<file path="config.mk">
export PLATFORM = sky130hd
export DESIGN_NAME = tri_point_sequencer
export DESIGN_NICKNAME = d
export VERILOG_FILES = /design/src/rtl/tri_point_sequencer.sv
export SDC_FILE = /design/constraint.sdc
export NUM_CORES = 1
export LEC_CHECK = 0
export CORE_AREA = 2 2 105 107
export CTS_CLUSTER_SIZE = 25
export DETAILED_ROUTE_END_ITERATION = 8
export DIE_AREA = 0 0 107 109
export GPL_TIMING_DRIVEN = 0
export SYNTH_ARGS = -nofsm -noshare
export SYNTH_HDL_FRONTEND = slang
export SYNTH_SLANG_ARGS = --single-unit
</file>
<file path="constraint.sdc">
create_clock -name clk -period 6.7 [get_ports clk]
set_clock_uncertainty 0.2 [all_clocks]
set_input_delay 0.67 -clock clk [delete_from_list [all_inputs] [get_ports clk]]
set_output_delay 0.67 -clock clk [all_outputs]
set_load 0.1 [all_outputs]
</file>
<file path="src/rtl/tri_point_sequencer.sv">
// Feeds a fixed vertex table into the triangle rasteriser, queues emitted points
// in a small FIFO and paces them onto the display port, HOLD cycles per point.
module tri_point_sequencer #(
  parameter int NUM_TRI = 4,
  parameter int HOLD    = 8,
  parameter int DEPTH   = 8
) (
  input  logic       clk,
  input  logic       reset,
  input  logic       start,
  input  logic       busy,
  input  logic       po,
  input  logic [2:0] xo,
  input  logic [2:0] yo,
  output logic       nt,
  output logic [2:0] xi,
  output logic [2:0] yi,
  output logic       disp_valid,
  output logic [2:0] disp_x,
  output logic [2:0] disp_y,
  output logic [1:0] tri_idx,
  output logic       done,
  output logic       overflow
);
  localparam int AW = $clog2(DEPTH);
  localparam logic [7:0] HOLD_LOAD = 8'(HOLD - 1);
  localparam logic [1:0] LAST_IDX  = 2'(NUM_TRI - 1);

  typedef enum logic [3:0] {
    IDLE, LOAD0, LOAD1, LOAD2, WAIT_BUSY, RUN, NEXT, DRAIN, DONE
  } state_t;

  state_t      state_reg;
  logic [1:0]  wait_cnt_reg;
  logic [7:0]  hold_cnt_reg;
  logic [AW:0] wr_ptr_reg;
  logic [AW:0] rd_ptr_reg;
  logic [5:0]  mem [DEPTH];

  logic fifo_empty;
  logic fifo_full;
  logic pop;
  logic push;
  logic run_clear;

  function automatic logic [5:0] vertex(input logic [1:0] t, input logic [1:0] v);
    logic [5:0] r;
    case ({t, v})
      4'h0: r = {3'd0, 3'd0};
      4'h1: r = {3'd3, 3'd0};
      4'h2: r = {3'd0, 3'd3};
      4'h4: r = {3'd1, 3'd1};
      4'h5: r = {3'd5, 3'd1};
      4'h6: r = {3'd1, 3'd5};
      4'h8: r = {3'd2, 3'd0};
      4'h9: r = {3'd6, 3'd4};
      4'hA: r = {3'd2, 3'd4};
      default: r = {3'd7, 3'd7};  // T3 is degenerate: all vertices at (7,7)
    endcase
    return r;
  endfunction

  assign fifo_empty = (wr_ptr_reg == rd_ptr_reg);
  assign fifo_full  = (wr_ptr_reg[AW] != rd_ptr_reg[AW]) &&
                      (wr_ptr_reg[AW-1:0] == rd_ptr_reg[AW-1:0]);
  assign pop        = !fifo_empty && (!disp_valid || hold_cnt_reg == 8'd0);
  // A full FIFO still accepts a point when the display frees a slot that cycle.
  assign push       = po && (!fifo_full || pop);
  assign run_clear  = start && (state_reg == IDLE || state_reg == DONE);

  always_ff @(posedge clk) begin
    if (push) begin
      mem[wr_ptr_reg[AW-1:0]] <= {xo, yo};
    end
  end

  always_ff @(posedge clk or posedge reset) begin
    if (reset) begin
      state_reg    <= IDLE;
      wait_cnt_reg <= 2'd0;
      nt           <= 1'b0;
      xi           <= 3'd0;
      yi           <= 3'd0;
      tri_idx      <= 2'd0;
      done         <= 1'b0;
    end else begin
      nt <= 1'b0;
      case (state_reg)
        IDLE, DONE: begin
          if (start) begin
            state_reg  <= LOAD0;
            nt         <= 1'b1;
            {xi, yi}   <= vertex(2'd0, 2'd0);
            tri_idx    <= 2'd0;
            done       <= 1'b0;
          end
        end
        LOAD0: begin
          state_reg <= LOAD1;
          {xi, yi}  <= vertex(tri_idx, 2'd1);
        end
        LOAD1: begin
          state_reg <= LOAD2;
          {xi, yi}  <= vertex(tri_idx, 2'd2);
        end
        LOAD2: begin
          state_reg    <= WAIT_BUSY;
          wait_cnt_reg <= 2'd0;
        end
        WAIT_BUSY: begin
          if (busy) begin
            state_reg <= RUN;
          end else if (wait_cnt_reg == 2'd3) begin
            state_reg <= NEXT;
          end else begin
            wait_cnt_reg <= wait_cnt_reg + 2'd1;
          end
        end
        RUN: begin
          if (!busy) state_reg <= NEXT;
        end
        NEXT: begin
          if (tri_idx == LAST_IDX) begin
            state_reg <= DRAIN;
          end else begin
            state_reg <= LOAD0;
            nt        <= 1'b1;
            {xi, yi}  <= vertex(tri_idx + 2'd1, 2'd0);
            tri_idx   <= tri_idx + 2'd1;
          end
        end
        DRAIN: begin
          if (fifo_empty && !disp_valid) begin
            state_reg <= DONE;
            done      <= 1'b1;
          end
        end
        default: state_reg <= IDLE;
      endcase
    end
  end

  always_ff @(posedge clk or posedge reset) begin
    if (reset) begin
      wr_ptr_reg   <= '0;
      rd_ptr_reg   <= '0;
      overflow     <= 1'b0;
      disp_valid   <= 1'b0;
      disp_x       <= 3'd0;
      disp_y       <= 3'd0;
      hold_cnt_reg <= 8'd0;
    end else begin
      if (pop) begin
        {disp_x, disp_y} <= mem[rd_ptr_reg[AW-1:0]];
        disp_valid       <= 1'b1;
        hold_cnt_reg     <= HOLD_LOAD;
      end else if (disp_valid) begin
        if (hold_cnt_reg == 8'd0) disp_valid <= 1'b0;
        else hold_cnt_reg <= hold_cnt_reg - 8'd1;
      end

      if (run_clear) begin
        wr_ptr_reg <= '0;
        rd_ptr_reg <= '0;
        overflow   <= 1'b0;
      end else begin
        if (push) wr_ptr_reg <= wr_ptr_reg + 1'b1;
        if (pop)  rd_ptr_reg <= rd_ptr_reg + 1'b1;
        if (po && !push) overflow <= 1'b1;
      end
    end
  end
endmodule

</file>
==> Yosys cells after proc, flatten, opt, wreduce, memory -nomap -nowiden <==
Memory sizes are Yosys's and may differ from the RTL's. A register that Yosys moved wholly into a read port is not among the register bits.
Cells that the tools add are included.
{ "word_totals": {"elab_cells": 116, "register_bits": 34, "ram_bits": 48, "n_memories": 1, "output_inout_bits": 18} }
{ "mem_list": {"columns": ["name", "depth", "width", "rd", "rd_ports_with_merged_regs", "write_ports", "line", "source"], "rows": [
  ["mem", 8, 6, 1, 1, 1, "38", "logic [5:0] mem [DEPTH];"]
]} }
{ "classes": {"n_eq_ne": 25, "muxes": 41, "reduce_logical": 32, "add_sub_neg": 5} }
{ "op_table": {"columns": ["operator", "n"], "rows": [
  ["$pmux W6 S3", 3],
  ["$mux W4", 9],
  ["$pmux W4 S8", 1],
  ["$mux W8", 3],
  ["$pmux W3 S4", 2],
  ["$eq A4 B3 Y1 const B", 4],
  ["$ne A2 B2 Y1 const B", 7],
  ["$reduce_bool A2 Y1", 7],
  ["$mux W3", 4],
  ["$reduce_and A3 Y1", 4],
  ["$mux W1", 11],
  ["$add A4 B1 Y4 const B", 2],
  ["$eq A2 B2 Y1 const B", 4],
  ["$eq A4 B2 Y1 const B", 2],
  ["$logic_not A8 Y1", 1],
  ["$mux W2", 4],
  ["$pmux W2 S2", 2],
  ["$sub A8 B1 Y8 const B", 1],
  ["$logic_and A1 B1 Y1", 6],
  ["$add A2 B1 Y2 const B", 2],
  ["$eq A2 B1 Y1 const B", 2],
  ["$eq A4 B1 Y1 const B", 1],
  ["$eq A4 B4 Y1", 1],
  ["$eq A4 B4 Y1 const B", 1],
  ["12 further kinds", 19]
]} }

==> Logic depth before layout (Yosys ltp) <==
Gate-level depths: netlist of run 1.
{ "depth": {"ltp_word": 9, "depth_mapped": 7, "ltp_nobuf": 6} }

==> Worst setup path after synthesis of run 1 <==
Ideal clock, no wire load.
{ "synth_path": {"kind": "flip-flop to flip-flop", "from": "register hold_cnt_reg[0]", "to": "memory mem[4][0], enable pin", "arrival_ps": 2247, "path_stages_with_launch": 7, "slack_ps": 3867, "path_cell_list": "dfrtp_1 > inv_1 > ha_1 > or3b_2 > o21a_1 > a21boi_2 > nor4bb_1"} }
{ "synth_between": {"elab_chain_len": 7} }
{ "synth_rtl": {"columns": ["item", "line", "source"], "rows": [
  ["start, declared", "35", "logic [7:0] hold_cnt_reg;"],
  ["start signal, assigned", "159", "else hold_cnt_reg <= hold_cnt_reg - 8'd1;"],
  ["$logic_not A8 Y1", "66", "assign pop = !fifo_empty && (!disp_valid || hold_cnt_reg == 8'd0);"],
  ["$logic_or A1 B1 Y1", "66", null],
  ["$logic_and A1 B1 Y1", "66", null],
  ["$logic_or A1 B1 Y1", "68", "assign push = po && (!fifo_full || pop);"],
  ["$logic_and A1 B1 Y1", "68", null],
  ["$mux W1", "72", "if (push) begin"],
  ["$mux W1 (implied by the code)", "73", "mem[wr_ptr_reg[AW-1:0]] <= {xo, yo};"],
  ["end, declared", "38", null]
]} }
No other way between the ends.

==> Worst setup path after layout of run 1 <==
{ "layout_path": {"from": "register hold_cnt_reg[0]", "to": "memory mem[4][3], enable pin"} }
Same word-level chain as after synthesis.

==> flow_metrics.py, run 1 <==
metrics = {
    "outcome": {
        "run_status": "completed",
    },
    "timing": {
        "rsz0062_at_grt": "no",
        "hold_viol": 0,
        "slew_violations": 0,
        "setup_tns_ns": 0,
        "tightest_slew_ns": 0.985,
        "period_minus_slack_ns": 3.08,
        "setup_violations": 0,
        "setup_slack_ns": 3.62,
        "finalCritPeriodShare_pct": 46.0,
        "max_freq_mhz": 324,
        "slew_headroom_pct": 34.1,
    },
    "drt": {
        "drt_iter0_drc": 114,
        "viasPerCell": 5.27,
        "final_antenna_net_count": 0,
        "routedWlPerCell_um": 16.3,
        "drcViolationCount": 0,
        "wl_mm": 8.05,
        "num_vias": 2611,
        "dr.pass1.iters": 4,
    },
    "final_layout": {
        "nets": 373,
        "syn_to_final_growth_pct": 16.5,
        "nFillCells": 973,
        "final_util_pct": 45.3,
        "diodes": 0,
        "drive_above_1_share_pct": 17.2,
        "largest_reg_flops": 48,
    },
    "global_route": {
        "busiest_layer": "met2",
        "use_met3_pct": 2.69,
        "antenna_found_initial": 0,
        "grt_pass1_vias": 2601,
        "grt_max_degree": 34,
        "use_met1_pct": 20.4,
        "grt_overflow": 0,
        "grt_use_total_pct": 14.9,
        "grt_util_met2_pct": 23.3,
        "grt_pass1_wl_mm": 13.1,
    },
    "synth": {
        "ys_top_cells_by_area": "edfxtp_1 (35%), dfrtp_1 (24%), mux4_2 (6.6%)",
        "ys_warn_count": 0,
        "syn_area_sq_um": 4130,
        "synth_top_area_cell": "edfxtp_1",
        "synth_top_flop_cell": "edfxtp_1",
        "yosysMostFrequentCell": "edfxtp_1",
        "synth_edf_count": 48,
        "ys_ff_latch": 88,
        "synth_nets": 333,
        "synthCells": 310,
        "syn_area_per_cell_sq_um": 13.3,
        "synthDominantCellAreaShare_pct": 34.9,
        "async_reset_ff_share_pct": 45.5,
        "ys_seq_area_share_pct": 59.2,
        "synth.distinct_cells": 49,
        "synth_common_cells": "edfxtp_1 (48), dfrtp_1 (40), nand2_1 (23), nor2_1 (18), mux2_2 (15)",
    },
    "worst_setup_path": {
        "crit_fanout": 9,
        "critPathLaunch": "hold_cnt_reg[0]$_DFFE_PP0P_",
        "worst_ep_arrival_time_ns": 2.87,
        "cp.required_ns": 6.49,
        "criticalPathCategory": "register to register",
        "rr_startpoint": "hold_cnt_reg[0]$_DFFE_PP0P_",
        "start_kind": "register",
        "end_kind": "register",
    },
    "power": {
        "ir_drop_mv": 0.275,
        "p_int_uw": 1200,
        "p_switching_uw": 921,
        "switching_share_pct": 43.5,
        "powerDensity_nw_per_um2": 440,
        "p_leak_uw": 0.00183,
        "combinationalPowerShare_pct": 45.2,
        "power_frac_seq_pct": 37.3,
        "power_frac_clock_pct": 17.5,
    },
    "clocking": {
        "cts_post_setup_buffers_inserted": 0,
        "clk_path_buf_depth": 2,
        "clk_pin_slew_ns": 0.09,
        "cts.htree.levels": 3,
        "cts_resized": 0,
        "cts_hold_repair.buffers": 0,
        "cts_sinks": 88,
        "root_buffer": "clkbuf_8",
        "numCtsBuffers": 9,
        "clk_latency_ns": 0.36,
        "tritoncts": "yes",
    },
    "hold_path": {
        "hp-start": "hold_cnt_reg[7]$_DFFE_PP0P_",
        "hold_path.class": "register to register",
    },
    "floorplan": {
        "die_h_um": 109,
        "start_util_pct": 38.9,
        "io-pin-count": 29,
        "core_sq_um": 10600,
        "die_w_um": 107,
        "rows": 38,
        "die-area_sq_um": 11700,
    },
    "placed_design": {
        "dp_slack_ns": 3.54,
        "gp_congestion": 0.771,
        "hpwl_mm": 5.52,
        "port_buffers": 28,
    },
    "job": {
        "max_cap_viol_count": 0,
    },
}
==> logic make-up (layout without fill, tap and decap cells) <==
family | Yosys count | count (layout) | synth area share (%)
DFF | 88 | 88 | 59.2
and+or+nand+nor | 85 | 85 | 11.4
AOI/OAI and AO/OA | 51 | 51 | 7.95
muxes | 41 | 41 | 14.0
buffers and inverters | 28 | 73 | 2.70
adders and majority gates | 12 | 12 | 3.64
xor gates and xnor gates | 5 | 5 | 1.06
==> per-stage QoR <==
stage	std cells	hold slack (ns)	instance area, sq um	total power (uW)
finish	495	0.271	4810	2120
global route	495	0.300	4810	2250
CTS	495	0.281	4810	2140
detailed placement	479	0.273	4610	1760
global placement	478	0.260	4580	1740
floorplan	310	0.231	4130	1530
==> path summary, 6_finish.rpt <==
path                                          endpoint  depth (start not counted)  slack, ns
setup / recovery                   mem[4][3]$_DFFE_PP_                          6       3.62
max in group asynchronous    wr_ptr_reg[0]$_DFFE_PP0P_                          3       5.53
hold / removal             hold_cnt_reg[7]$_DFFE_PP0P_                          1       0.27
min in group asynchronous     state_reg[2]$_DFFE_PP0P_                          2       0.32
setup reg to reg                   mem[4][3]$_DFFE_PP_                          6       3.62
hold reg to reg            hold_cnt_reg[7]$_DFFE_PP0P_                          1       0.27
==> layout make-up <==
class	instances	area, sq um	area share (%)
sequential	88	2440	50.8
multi-input combinational	194	1580	33.0
timing repair buffer	29	300	6.25
tap	140	175	3.64
clock buffer	10	128	2.65
buffer	19	77.6	1.61
clock inverter	6	66.3	1.38
inverter	9	33.8	0.703
==> power groups by stage <==
| stage | clock network (uW) | registers (uW) | logic [uW] |
|---|---|---|---|
| 6_report | 370 | 790 | 957 |
| 5_1_grt | 400 | 809 | 1040 |
| 4_1_cts | 379 | 792 | 966 |
| 3_5_place_dp | 0 | 802 | 963 |
| 3_3_place_gp | 0 | 799 | 944 |
| 2_1_floorplan | 0 | 1070 | 457 |
==> cell usage in the layout, fill, tap and decap left out, drive strengths merged, types with 4 or more instances in the layout <==
cell	count
and4b	4
clkdlybuf4s50	28
o21ai	12
edfxtp	48
clkbuf	24
mux2i	14
mux4	12
xor2	4
inv	11
mux2	15
buf	6
dfrtp	40
nand2	23
nor3	4
nor2	18
a21oi	14
o22ai	5
ha	12
nand3	7
==> critical path, stage by stage, from the launching register on <==
cell,delay (ns)
dfrtp_1,0.41
inv_1,0.10
ha_1,0.15
or3b_2,0.45
o21a_1,0.26
a21boi_2,0.36
nor4bb_2,0.79
==> per-layer routing <==
metal  part of all wire, %  vias up
li1                      -     1250
met1                    48     1296
met2                    46       55
met3                   4.5       10
met4                   1.8        0
met5                     0        -
Note: power is estimated with default switching activity, not from simulation.
==> inputs of run 2 (changes only) <==
==> constraint.sdc (replaced) <==
create_clock -name clk -period 2.55 [get_ports clk]
set_clock_uncertainty 0.2 [all_clocks]
set_input_delay 0.255 -clock clk [delete_from_list [all_inputs] [get_ports clk]]
set_output_delay 0.255 -clock clk [all_outputs]
set_load 0.1 [all_outputs]
==> run 2 against run 1 <==
Net effect: routed wire length is 0.31% higher; utilization is 0.96 points higher; die area stayed put; via count is 0.54% higher; non-clock buffer count is 3 higher; largest power group unchanged; highest routed layer unchanged.
==> flow_metrics.py, run 2 (synthesis results as in run 1) <==
metrics = {
    "timing": {
        "slew_violations": 0,
        "rsz0062_at_grt": "no",
        "period_minus_slack_ns": 2.43,
        "slew_headroom_pct": 34.9,
        "tightest_slew_ns": 0.973,
        "hold_viol": 0,
        "finalCritPeriodShare_pct": 95.3,
        "setup_violations": 0,
        "setup_slack_ns": 0.119,
        "max_freq_mhz": 411,
    },
    "clocking": {
        "cts.htree.levels": 3,
        "clk_pin_slew_ns": 0.09,
        "cts_sinks": 88,
        "root_buffer": "clkbuf_8",
        "clk_path_buf_depth": 2,
        "tritoncts": "yes",
        "numCtsBuffers": 9,
        "clk_latency_ns": 0.36,
    },
    "worst_setup_path": {
        "criticalPathCategory": "register to register",
        "start_kind": "register",
        "r2r_end": "disp_x[1]$_DFFE_PP0P_",
        "reg2regPathDepth": 5,
        "rr_startpoint": "rd_ptr_reg[0]$_DFFE_PP0P_",
        "cp.required_ns": 2.60,
        "end_kind": "register",
        "critical-path-top-delay-family": "simple AND/OR/NAND/NOR gates",
        "ff2ff_setup_slack_ns": 0.12,
        "critPathBufInv": 1,
        "max_stage_delay_ns": 0.71,
        "crit_fanout": 7,
        "worst_ep_arrival_time_ns": 2.48,
        "crit_path_top_delay_cell": "or4_1",
        "path_cells": "clkbuf_4 -> xor2_1 -> or4_1 -> nand2_2 -> mux2_2",
    },
    "hold_path": {
        "hold_path.class": "input pin to asynchronous set/reset pin",
    },
    "global_route": {
        "grt_pass1_wl_mm": 13.3,
        "grt_overflow": 0,
        "grt_use_total_pct": 14.9,
        "antenna_found_initial": 0,
        "grt_max_degree": 41,
        "grt_pass1_vias": 2578,
    },
    "drt": {
        "wl_mm": 8.07,
        "dr.pass1.iters": 4,
        "viasPerCell": 5.26,
        "drt_iter0_drc": 97,
        "drcViolationCount": 0,
        "final_antenna_net_count": 0,
        "routedWlPerCell_um": 16.2,
        "num_vias": 2625,
    },
    "power": {
        "ir_drop_mv": 0.709,
        "p_leak_uw": 0.00186,
        "powerDensity_nw_per_um2": 1150,
    },
    "placed_design": {
        "dp_cells": 479,
        "dp_slack_ns": -0.378,
        "hpwl_mm": 5.48,
        "port_buffers": 28,
        "gp_congestion": 0.820,
    },
    "floorplan": {
        "core_sq_um": 10600,
        "die-area_sq_um": 11700,
        "start_util_pct": 38.9,
        "io-pin-count": 29,
        "rows": 38,
        "die_w_um": 107,
        "die_h_um": 109,
    },
    "final_layout": {
        "diodes": 0,
        "drive_above_1_share_pct": 21.7,
        "final_common_cell": "edfxtp_1",
        "largest_reg_flops": 48,
        "nets": 377,
        "syn_to_final_growth_pct": 19.0,
        "final_cells": 499,
        "nFillCells": 945,
        "layout_common_cells": "edfxtp_1 (48), dfrtp_1 (40), clkdlybuf4s50_1 (27)",
    },
    "outcome": {
        "run_status": "completed",
    },
    "job": {
        "max_cap_viol_count": 0,
    },
}
==> run 2: changes by cell type in the layout (fill, tap and decap cells not counted), sizes merged <==
| cell | previous run | this run |
|---|---|---|
| clkinv | 3 | 1 |
| buf | 6 | 11 |
| a21boi | 1 | 2 |
| dlymetal6s2s | 0 | 1 |
| clkinvlp | 0 | 2 |
| clkbuf | 24 | 22 |
| clkdlybuf4s50 | 28 | 27 |
==> run 2: worst reg2reg max path: cells and delay by family, from the launching register on <==
kind,cells,cell delay [ns]
buffers and inverters,1,0.20
xor gates and xnor gates,1,0.22
DFF,1,0.40
muxes,1,0.35
and+or+nand+nor,2,0.95
==> run 2: cell type report <==
cell class | count | area [sq um] | area share (%)
Multi-Input combinational cell | 195 | 1660 | 33.7
Clock inverter | 6 | 67.6 | 1.38
Clock buffer | 10 | 128 | 2.60
Sequential cell | 88 | 2440 | 49.8
Timing Repair Buffer | 35 | 335 | 6.83
Inverter | 9 | 33.8 | 0.688
Buffer | 16 | 70.1 | 1.43
Tap cell | 140 | 175 | 3.57
==> run 2: worst max-delay path by stage <==
stage | cells after the start | slack (ns) | start | to
2_1_floorplan | 6 | 0.07 | hold_cnt_reg[0]$_DFFE_PP0P_ | mem[4][0]$_DFFE_PP_
3_3_place_gp | 4 | -0.37 | start | tri_idx[0]$_DFFE_PP0P_
3_5_place_dp | 6 | -0.38 | hold_cnt_reg[0]$_DFFE_PP0P_ | mem[7][3]$_DFFE_PP_
4_1_cts | 6 | 0.01 | rd_ptr_reg[0]$_DFFE_PP0P_ | disp_x[1]$_DFFE_PP0P_
5_1_grt | 5 | 0.02 | rd_ptr_reg[0]$_DFFE_PP0P_ | disp_y[0]$_DFFE_PP0P_
6_report | 5 | 0.12 | rd_ptr_reg[0]$_DFFE_PP0P_ | disp_x[1]$_DFFE_PP0P_
==> run 2: per-layer routing <==
layer  track usage [%]  wire [um]
met4              7.51        159
met5                 0          0
met2              22.8       3780
met1              20.8       3860
met3              2.39        277
==> run 2: per-stage QoR <==
step	hold WS [ns]	area [sq um]	total power (uW)	setup TNS (ns)	util, %
floorplan	0.154	4140	4040	0	-
global placement	0.264	4600	4600	-12.59	43.3
detailed placement	0.256	4610	4650	-12.17	43.5
CTS	0.222	4880	5670	0	46.0
global route	0.292	4910	5980	0	46.3
finish	0.188	4910	5650	0	46.3
==> run 2: what timing repair did <==
item                                    CTS  global route
endpoints found under the setup margin   55            55
resized for setup                        11             6
pin swaps                                 1             2
gates cloned                              1             0
hold buffers                              0             0
buffers inserted                          4             2
==> run 2: where the power goes <==
part | switching [uW] | total (uW) | internal, uW
registers | 243 | 2100 | 1860
clock network | 505 | 963 | 458
logic | 1710 | 2580 | 869
total | 2460 | 5650 | 3190
